$ cat config.mk
export PLATFORM = sky130hd
export DESIGN_NAME = sync_req_arbiter
export DESIGN_NICKNAME = d
export VERILOG_FILES = /design/src/rtl/sync_req_arbiter.sv
export SDC_FILE = /design/constraint.sdc
export NUM_CORES = 1
export LEC_CHECK = 0
export CORE_MARGIN = 5
export CORE_UTILIZATION = 49
export DETAILED_ROUTE_END_ITERATION = 12
export PLACE_DENSITY = 0.78
export REMOVE_ABC_BUFFERS = 1
export SKIP_LAST_GASP = 1
export SLEW_MARGIN = 20
export SYNTH_ARGS = -nofsm -noshare
export SYNTH_HDL_FRONTEND = slang
export SYNTH_SLANG_ARGS = --single-unit
export TNS_END_PERCENT = 1
$ cat constraint.sdc
create_clock -name clk -period 1.3 [get_ports clk]
set_input_delay 0.26 -clock clk [delete_from_list [all_inputs] [get_ports clk]]
set_output_delay 0.26 -clock clk [all_outputs]
set_load 0.1 [all_outputs]
$ cat src/rtl/sync_req_arbiter.sv
// Round-robin arbiter granting synchronized, edge-detected async request lines to one engine.
// Optional SERVE watchdog enabled by defining SYNC_ARB_TIMEOUT_EN (adds timeout_err port).
module sync_req_arbiter #(
  parameter int unsigned N       = 4,
  parameter int unsigned DFF     = 2,
  parameter int unsigned FILTER  = 2,
  parameter int unsigned TIMEOUT = 255,
  localparam int unsigned IDW    = (N > 1) ? $clog2(N) : 1
) (
  input  logic           clk,
  input  logic           rst,
  input  logic [N-1:0]   req_async,
  output logic           gnt_valid,
  output logic [IDW-1:0] gnt_id,
  input  logic           gnt_ready,
  input  logic           done,
  output logic [N-1:0]   ack,
  output logic           busy,
  output logic [N-1:0]   pending
`ifdef SYNC_ARB_TIMEOUT_EN
  ,
  output logic           timeout_err
`endif
);

  typedef enum logic [1:0] {StIdle, StOffer, StServe} state_e;

  state_e         state_q;
  logic [DFF-1:0] sync_q [N];
  logic [N-1:0]   lvl;
  logic [N-1:0]   lvl_q;
  logic [N-1:0]   rise;
  logic [N-1:0]   pending_q;
  logic [N-1:0]   clr;
  logic [N-1:0]   gnt_onehot;
  logic [IDW-1:0] ptr_q;
  logic [IDW-1:0] ptr_nxt;
  logic [IDW-1:0] pick_id;
  logic           timeout_hit;

  // Bit 0 is the first stage; bit DFF-1 is the last stage.
  always_ff @(posedge clk) begin
    for (int i = 0; i < int'(N); i++) begin
      if (!rst) begin
        sync_q[i] <= '0;
      end else begin
        sync_q[i] <= {sync_q[i][DFF-2:0], req_async[i]};
      end
    end
  end

  always_comb begin
    lvl = '0;
    for (int i = 0; i < int'(N); i++) begin
      case (FILTER)
        0:       lvl[i] = |sync_q[i];
        1:       lvl[i] = &sync_q[i];
        default: lvl[i] = sync_q[i][DFF-1];
      endcase
    end
  end

  assign rise = lvl & ~lvl_q;

  always_comb begin
    gnt_onehot         = '0;
    gnt_onehot[gnt_id] = 1'b1;
  end

  always_comb begin
    clr = '0;
    if (state_q == StServe && (done || timeout_hit)) begin
      clr = gnt_onehot;
    end
  end

  // A rising edge in the same cycle as a clear keeps the line pending.
  always_ff @(posedge clk) begin
    if (!rst) begin
      lvl_q     <= '0;
      pending_q <= '0;
    end else begin
      lvl_q     <= lvl;
      pending_q <= (pending_q & ~clr) | rise;
    end
  end

  assign pending = pending_q;

  // Walk downward so the candidate closest to ptr (k = 0) is written last and wins.
  always_comb begin
    logic [IDW-1:0] idx;
    pick_id = '0;
    for (int k = int'(N) - 1; k >= 0; k--) begin
      idx = IDW'((int'(ptr_q) + k) % int'(N));
      if (pending_q[idx]) begin
        pick_id = idx;
      end
    end
  end

  assign ptr_nxt = (gnt_id == IDW'(N - 1)) ? '0 : gnt_id + 1'b1;

`ifdef SYNC_ARB_TIMEOUT_EN
  localparam int unsigned CW = $clog2(TIMEOUT + 1);
  logic [CW-1:0] cnt_q;

  // cnt_q holds the index of the current SERVE cycle, starting at 1.
  assign timeout_hit = (state_q == StServe) && !done && (cnt_q == CW'(TIMEOUT));
`else
  assign timeout_hit = 1'b0;
`endif

  always_ff @(posedge clk) begin
    if (!rst) begin
      state_q     <= StIdle;
      ptr_q       <= '0;
      gnt_valid   <= 1'b0;
      gnt_id      <= '0;
      ack         <= '0;
      busy        <= 1'b0;
`ifdef SYNC_ARB_TIMEOUT_EN
      cnt_q       <= '0;
      timeout_err <= 1'b0;
`endif
    end else begin
      ack <= '0;
`ifdef SYNC_ARB_TIMEOUT_EN
      timeout_err <= 1'b0;
`endif
      unique case (state_q)
        StIdle: begin
          if (|pending_q) begin
            gnt_id    <= pick_id;
            gnt_valid <= 1'b1;
            busy      <= 1'b1;
            state_q   <= StOffer;
          end
        end
        StOffer: begin
          if (gnt_ready) begin
            gnt_valid <= 1'b0;
            state_q   <= StServe;
`ifdef SYNC_ARB_TIMEOUT_EN
            cnt_q     <= CW'(1);
`endif
          end
        end
        StServe: begin
          if (done) begin
            ack     <= gnt_onehot;
            busy    <= 1'b0;
            ptr_q   <= ptr_nxt;
            state_q <= StIdle;
          end
`ifdef SYNC_ARB_TIMEOUT_EN
          else if (timeout_hit) begin
            timeout_err <= 1'b1;
            busy        <= 1'b0;
            ptr_q       <= ptr_nxt;
            state_q     <= StIdle;
          end else begin
            cnt_q <= cnt_q + 1'b1;
          end
`endif
        end
        default: begin
          state_q <= StIdle;
        end
      endcase
    end
  end

endmodule

==> results of run 1 <==
## where the power goes
part / switching, mW / internal [mW]
Sequential: 0.0328 / 0.898
Combinational: 0.231 / 0.174
Clock: 0.238 / 0.109
## layout make-up
class / count / area, um2 / share of cell area
flip-flops and latches: 28 / 573 / 0.377
well taps: 27 / 33.8 / 0.0222
clock buffers: 3 / 22.5 / 0.0148
multi-input cells: 68 / 457 / 0.300
repair buffers: 31 / 420 / 0.276
inverters: 4 / 15.0 / 0.00987
## critical path, cell delays in order, from the launching register on
cell and delay (ps):
dfxtp_4 390, buf_4 140, buf_12 150
## cell families (layout without fill, tap and decap cells)
group,Yosys count,after routing
mux,2,2
simple gates,44,44
fa+ha+maj,4,4
compound gates,18,18
buf+inv,8,38
flops,28,28
## worst paths after layout
kind	end	slack, ps	depth (start not counted)
worst max-delay path	pending[2]	30	2
worst min-delay path	sync_q[3][1]	450	1
worst max register to register	ack[0]	80	4
worst min register to register	sync_q[3][1]	450	1
## synthesized netlist by cell type
cell	instances
dfxtp_1	28
nor2b_1	13
and2_1	12
nand2_1	7
a21oi_1	5
and3_1	4
ha_1	4
inv_1	4
clkbuf_1	3
nor2_1	3
o21a_1	3
o22ai_1	3
a21boi_0	2
mux2i_1	2
a21o_1	1
and3b_1	1
buf_6	1
nand3b_1	1
nor3_4	1
nor3b_1	1
nor4_2	1
o211ai_1	1
o21ai_0	1
o21ai_1	1
o221ai_1	1
## metal layers
metal	vias to the layer above	share of wire
met4	0	0.020
met2	22	0.52
met3	5	0.051
li1	408	-
met5	-	0
met1	368	0.41
## metrics by stage
step | utilization | TNS (ps)
global route | 0.760 | -27.4
floorplan | - | -5460
global placement | 0.731 | -1050
CTS | 0.744 | -68.5
finish | 0.760 | 0
detailed placement | 0.731 | -1290
## what timing repair did
action,CTS,global route
endpoints found under the hold margin,0,0
endpoints found under the setup margin,5,6
resized for setup,2,8
buffers inserted,0,2
## flip-flops by register name (all words and copies together), names as in the netlist
name       count
ack            4
busy           1
gnt_id         2
gnt_valid      1
lvl_q          4
pending        4
ptr_q          2
state_q        2
sync_q         8
==> impl_metrics.tcl, run 1 <==
set metrics [dict create \
    crit_type "reg -> out" \
    grt_use_met3 0.0390 \
    fin_worst_skew_ps 8.96 \
    die_area_um2 3180 \
    synth_top_family_by_area "simple AND/OR/NAND/NOR gates" \
    yosys.area.top_type_share 0.531 \
    synth_fa_ha_area_frac 0.0474 \
    drt_wl_total_um 2150 \
    dp.cells 156 \
    synth_compound_area_frac 0.109 \
    layoutNonFillerInstCount 161 \
    synth_mux_area_frac 0.0190 \
    placed_area_um2 1460 \
    numPortBuffers 19 \
    vias_per_cell 4.99 \
    yosysTopAreaCell "dfxtp_1" \
    holdBufCountCts 0 \
    grt-ovfl-total 0 \
    synth_simple_gate_area_frac 0.257 \
    finalInstanceArea_um2 1520 \
    antenna_found_initial 0 \
    fmax_ghz 0.787 \
    period_share 0.977 \
    use_met2 0.250 \
    clk_pin_slew_worst_paths_ps 140 \
    cp.arrival_ps 1010 \
    cts-root-buf "clkbuf_4" \
    io_pins 20 \
    pre_cts_ws_ps -161 \
    synth_xor_area_frac 0 \
    place_hpwl_um 1580 \
    antenna_left 0 \
    fillers 147 \
    die_h_um 56.4 \
    layout-drive-gt1-share 0.261 \
    maxSlewHeadroom 0.756 \
    worst_ir_drop_vdd_uv 827 \
    tightest_slew_ps 363 \
    htreeDepth 1 \
    start_kind "register" \
    ys_seq_area_frac 0.531 \
    maxCapViolations 0 \
    powerDensity_nw_per_um2 1110 \
    n_antenna_cell 0 \
    clk_path_buf_depth 2 \
    setup_ws_ps 29.8 \
    top_usage_layer "met2" \
    ys_top_cells_by_area "dfxtp_1 53%, nor2b_1 7.7%, and2_1 7.1%, ha_1 4.7%, nand2_1 2.5%" \
    drt_first_iter_violations 9 \
    finalHoldViolations 0 \
    grt_usage 0.141 \
    yosysWarnings 0 \
    start_util 0.527 \
    status "complete, no violations" \
    vias 803 \
    grt_max_degree 22 \
    total_power_mw 1.68 \
    cp.required_ps 1040 \
    tritoncts "done" \
    hold_start "sync_q[3][0]" \
    leakage_nw 0.627 \
    reg2reg_from "state_q[0]" \
    startpoint "pending[2]" \
    syn-cell-area_um2 1050 \
    dr.pass1.iters 4 \
    hp-class "reg -> reg" \
    grt_pass1_vias 830 \
    rsz0062_at_grt "true" \
    drc 0 \
    numCtsBuffers 3 \
    gp_congestion 0.818 \
    core_um2 2000 \
    crit_path_end_kind "output port" \
    fp-row-count 16 \
    syn_inst 104 \
    die_w_um 56.4 \
    final_cell_mix "22 x dfxtp_1, 13 x nor2b_1, 13 x buf_12" \
    crit_fanout 5 \
    use_met1 0.148 \
    cts.sinks 28 \
    mostFrequentLayoutCell "dfxtp_1" \
    synth_cell_types 25 \
    nets 148 \
    slew_viol_final 0 \
    grt_pass1_wl_um 3570 \
    worst_hold_slack_ps 445 \
    layout_min_cycle_time_ps 1270 \
    clock_latency_ps 330 \
    setup_viol 0 \
    syn_avg_cell_area_um2 10.1 \
    wl_per_cell_um 13.4 \
    area_growth_pct 44.2 \
    synth.ff_latch_count 28 \
]
(Power assumes the default switching activity.)
==> run 2, diff against run 1 <==
--- a/config.mk
+++ b/config.mk
@@ -8,6 +8,7 @@
 export CORE_MARGIN = 5
 export CORE_UTILIZATION = 49
 export DETAILED_ROUTE_END_ITERATION = 12
+export GPL_TIMING_DRIVEN = 0
 export PLACE_DENSITY = 0.78
 export REMOVE_ABC_BUFFERS = 1
 export SKIP_LAST_GASP = 1
==> run 2 against run 1 <==
  * Highest routed layer unchanged
  * Cell count shrank 7.5%
  * The flow now finishes with violations (setup timing)
  * Die area is the same
  * Fmax shrank 5.7%
  * Critical path type unchanged
  * Clock power shrank 3%
  * Routed wire length shrank 19%
  * First-iteration DRC count shrank 22%
  * Via count shrank 8.3%
==> impl_metrics.tcl, run 2 (synthesized netlist as in run 1, its figures left out) <==
set metrics [dict create \
    status "finished with violations" \
    violations "setup timing" \
    vias 736 \
    finalInstanceArea_um2 1250 \
    leakage_nw 0.523 \
    cts.sinks 28 \
    largest_reg_flops 8 \
    worst_ir_drop_vdd_uv 713 \
    largest_register "sync_q" \
    holdBufCountCts 0 \
    dr.pass1.iters 4 \
    numCtsBuffers 3 \
    grt_pass1_vias 661 \
    crit_path_end_kind "output port" \
    switching_share 0.298 \
    setup_viol 10 \
    grt_usage 0.111 \
    drt_wl_total_um 1740 \
    clk_pin_slew_worst_paths_ps 140 \
    post_cts_buffers 0 \
    n_antenna_cell 0 \
    drt_first_iter_violations 7 \
    grt-ovfl-total 0 \
    area_growth_pct 18.7 \
    antenna_left 0 \
    vias_per_cell 4.94 \
    nets 136 \
    cp.required_ps 1040 \
    clockPowerShare 0.214 \
    grt_max_degree 31 \
    clock_latency_ps 320 \
    path_cells "buf_2" \
    setup_ws_ps -46.4 \
    die_w_um 56.4 \
    numPortBuffers 19 \
    placed_area_um2 1260 \
    cts-root-buf "clkbuf_4" \
    slew_viol_final 0 \
    layout_min_cycle_time_ps 1350 \
    grt_pass1_wl_um 2790 \
    hp-class "reg -> reg" \
    antenna_found_initial 0 \
    maxCapViolations 0 \
    tightest_slew_ps 752 \
    period_share 1.04 \
    intPower_mw 1.11 \
    combPwrFrac 0.193 \
    io_pins 20 \
    wl_per_cell_um 11.7 \
    core_um2 2000 \
    cp_num_buf_inv 1 \
    final_cell_mix "27 x dfxtp_1, 13 x nor2b_1, 12 x and2_1" \
    maxSlewHeadroom 0.499 \
    fmax_ghz 0.743 \
    start_kind "register" \
    place_hpwl_um 1260 \
    max_stage_delay_ps 420 \
    cp.arrival_ps 1090 \
    htreeDepth 1 \
    worst_hold_slack_ps 448 \
    die_area_um2 3180 \
    crit_type "reg -> out" \
    total_power_mw 1.58 \
    powerDensity_nw_per_um2 1260 \
    tritoncts "done" \
    fillers 189 \
    clk_path_buf_depth 2 \
    gp_congestion 0.754 \
    fin_worst_skew_ps 6.87 \
    drc 0 \
    slowest_stage "buf_2" \
    finalHoldViolations 0 \
    rsz0062_at_grt "true" \
    die_h_um 56.4 \
    seqPwrFrac 0.593 \
    start_util 0.527 \
    mostFrequentLayoutCell "dfxtp_1" \
    utilization 0.626 \
    worst_path_dominant_cell_family "buffers and inverters" \
    tns_ps -263 \
    crit_fanout 2 \
    p_switching_uw 470 \
    layout-drive-gt1-share 0.156 \
    fp-row-count 16 \
]
## run 2: path summary, 6_finish.rpt
kind | from | endpoint | depth (start not counted) | slack (ps)
max reg2reg | state_q[1] | pending[2] | 4 | 90
max | busy | busy | 1 | -50
min | sync_q[1][0] | sync_q[1][1] | 1 | 450
min reg2reg | sync_q[1][0] | sync_q[1][1] | 1 | 450
## run 2: layout make-up
cell class	instances	area (um2)	share of cell area
sequential	28	562	0.449
multi-input combinational	68	458	0.366
timing repair buffer	19	161	0.129
tap	27	33.8	0.0270
clock buffer	3	22.5	0.0180
inverter	4	15.0	0.0120
## run 2: repair_timing
item | in CTS | in global routing
endpoints found under the setup margin | 17 | 20
pin swaps | 0 | 0
gates resized for setup | 67 | 7
## run 2: power by group through the flow
stage,combinational [mW],clock (mW),sequential (mW)
2_1_floorplan,0.0912,0,1.08
3_3_place_gp,0.308,0,0.949
3_5_place_dp,0.313,0,0.952
4_1_cts,0.301,0.350,0.933
5_1_grt,0.322,0.381,0.942
6_report,0.303,0.338,0.934
## run 2: stage by stage
step	cells	setup WS [ps]
final	149	-46.4
after global routing	149	-102
after CTS	149	-124
after detailed placement	146	-593
after global placement	146	-585
after floorplan	100	-469
## run 2: layer usage
metal  GRT usage  part of all wire  wire [um]  vias to the layer above
met2       0.182              0.47        812                       17
met5           0                 0          0                        -
met4      0.0508            0.0092         16                        0
li1            -                 -          -                      382
met3      0.0252             0.056         97                        2
met1       0.137              0.47        814                      335
==> run 3, diff against run 2 <==
--- a/config.mk
+++ b/config.mk
@@ -8,6 +8,7 @@
 export CORE_MARGIN = 5
 export CORE_UTILIZATION = 49
 export DETAILED_ROUTE_END_ITERATION = 12
+export GPL_ROUTABILITY_DRIVEN = 0
 export GPL_TIMING_DRIVEN = 0
 export PLACE_DENSITY = 0.78
 export REMOVE_ABC_BUFFERS = 1
==> results of run 3 <==
Final layout, timing and power as in run 2 (identical DEF).
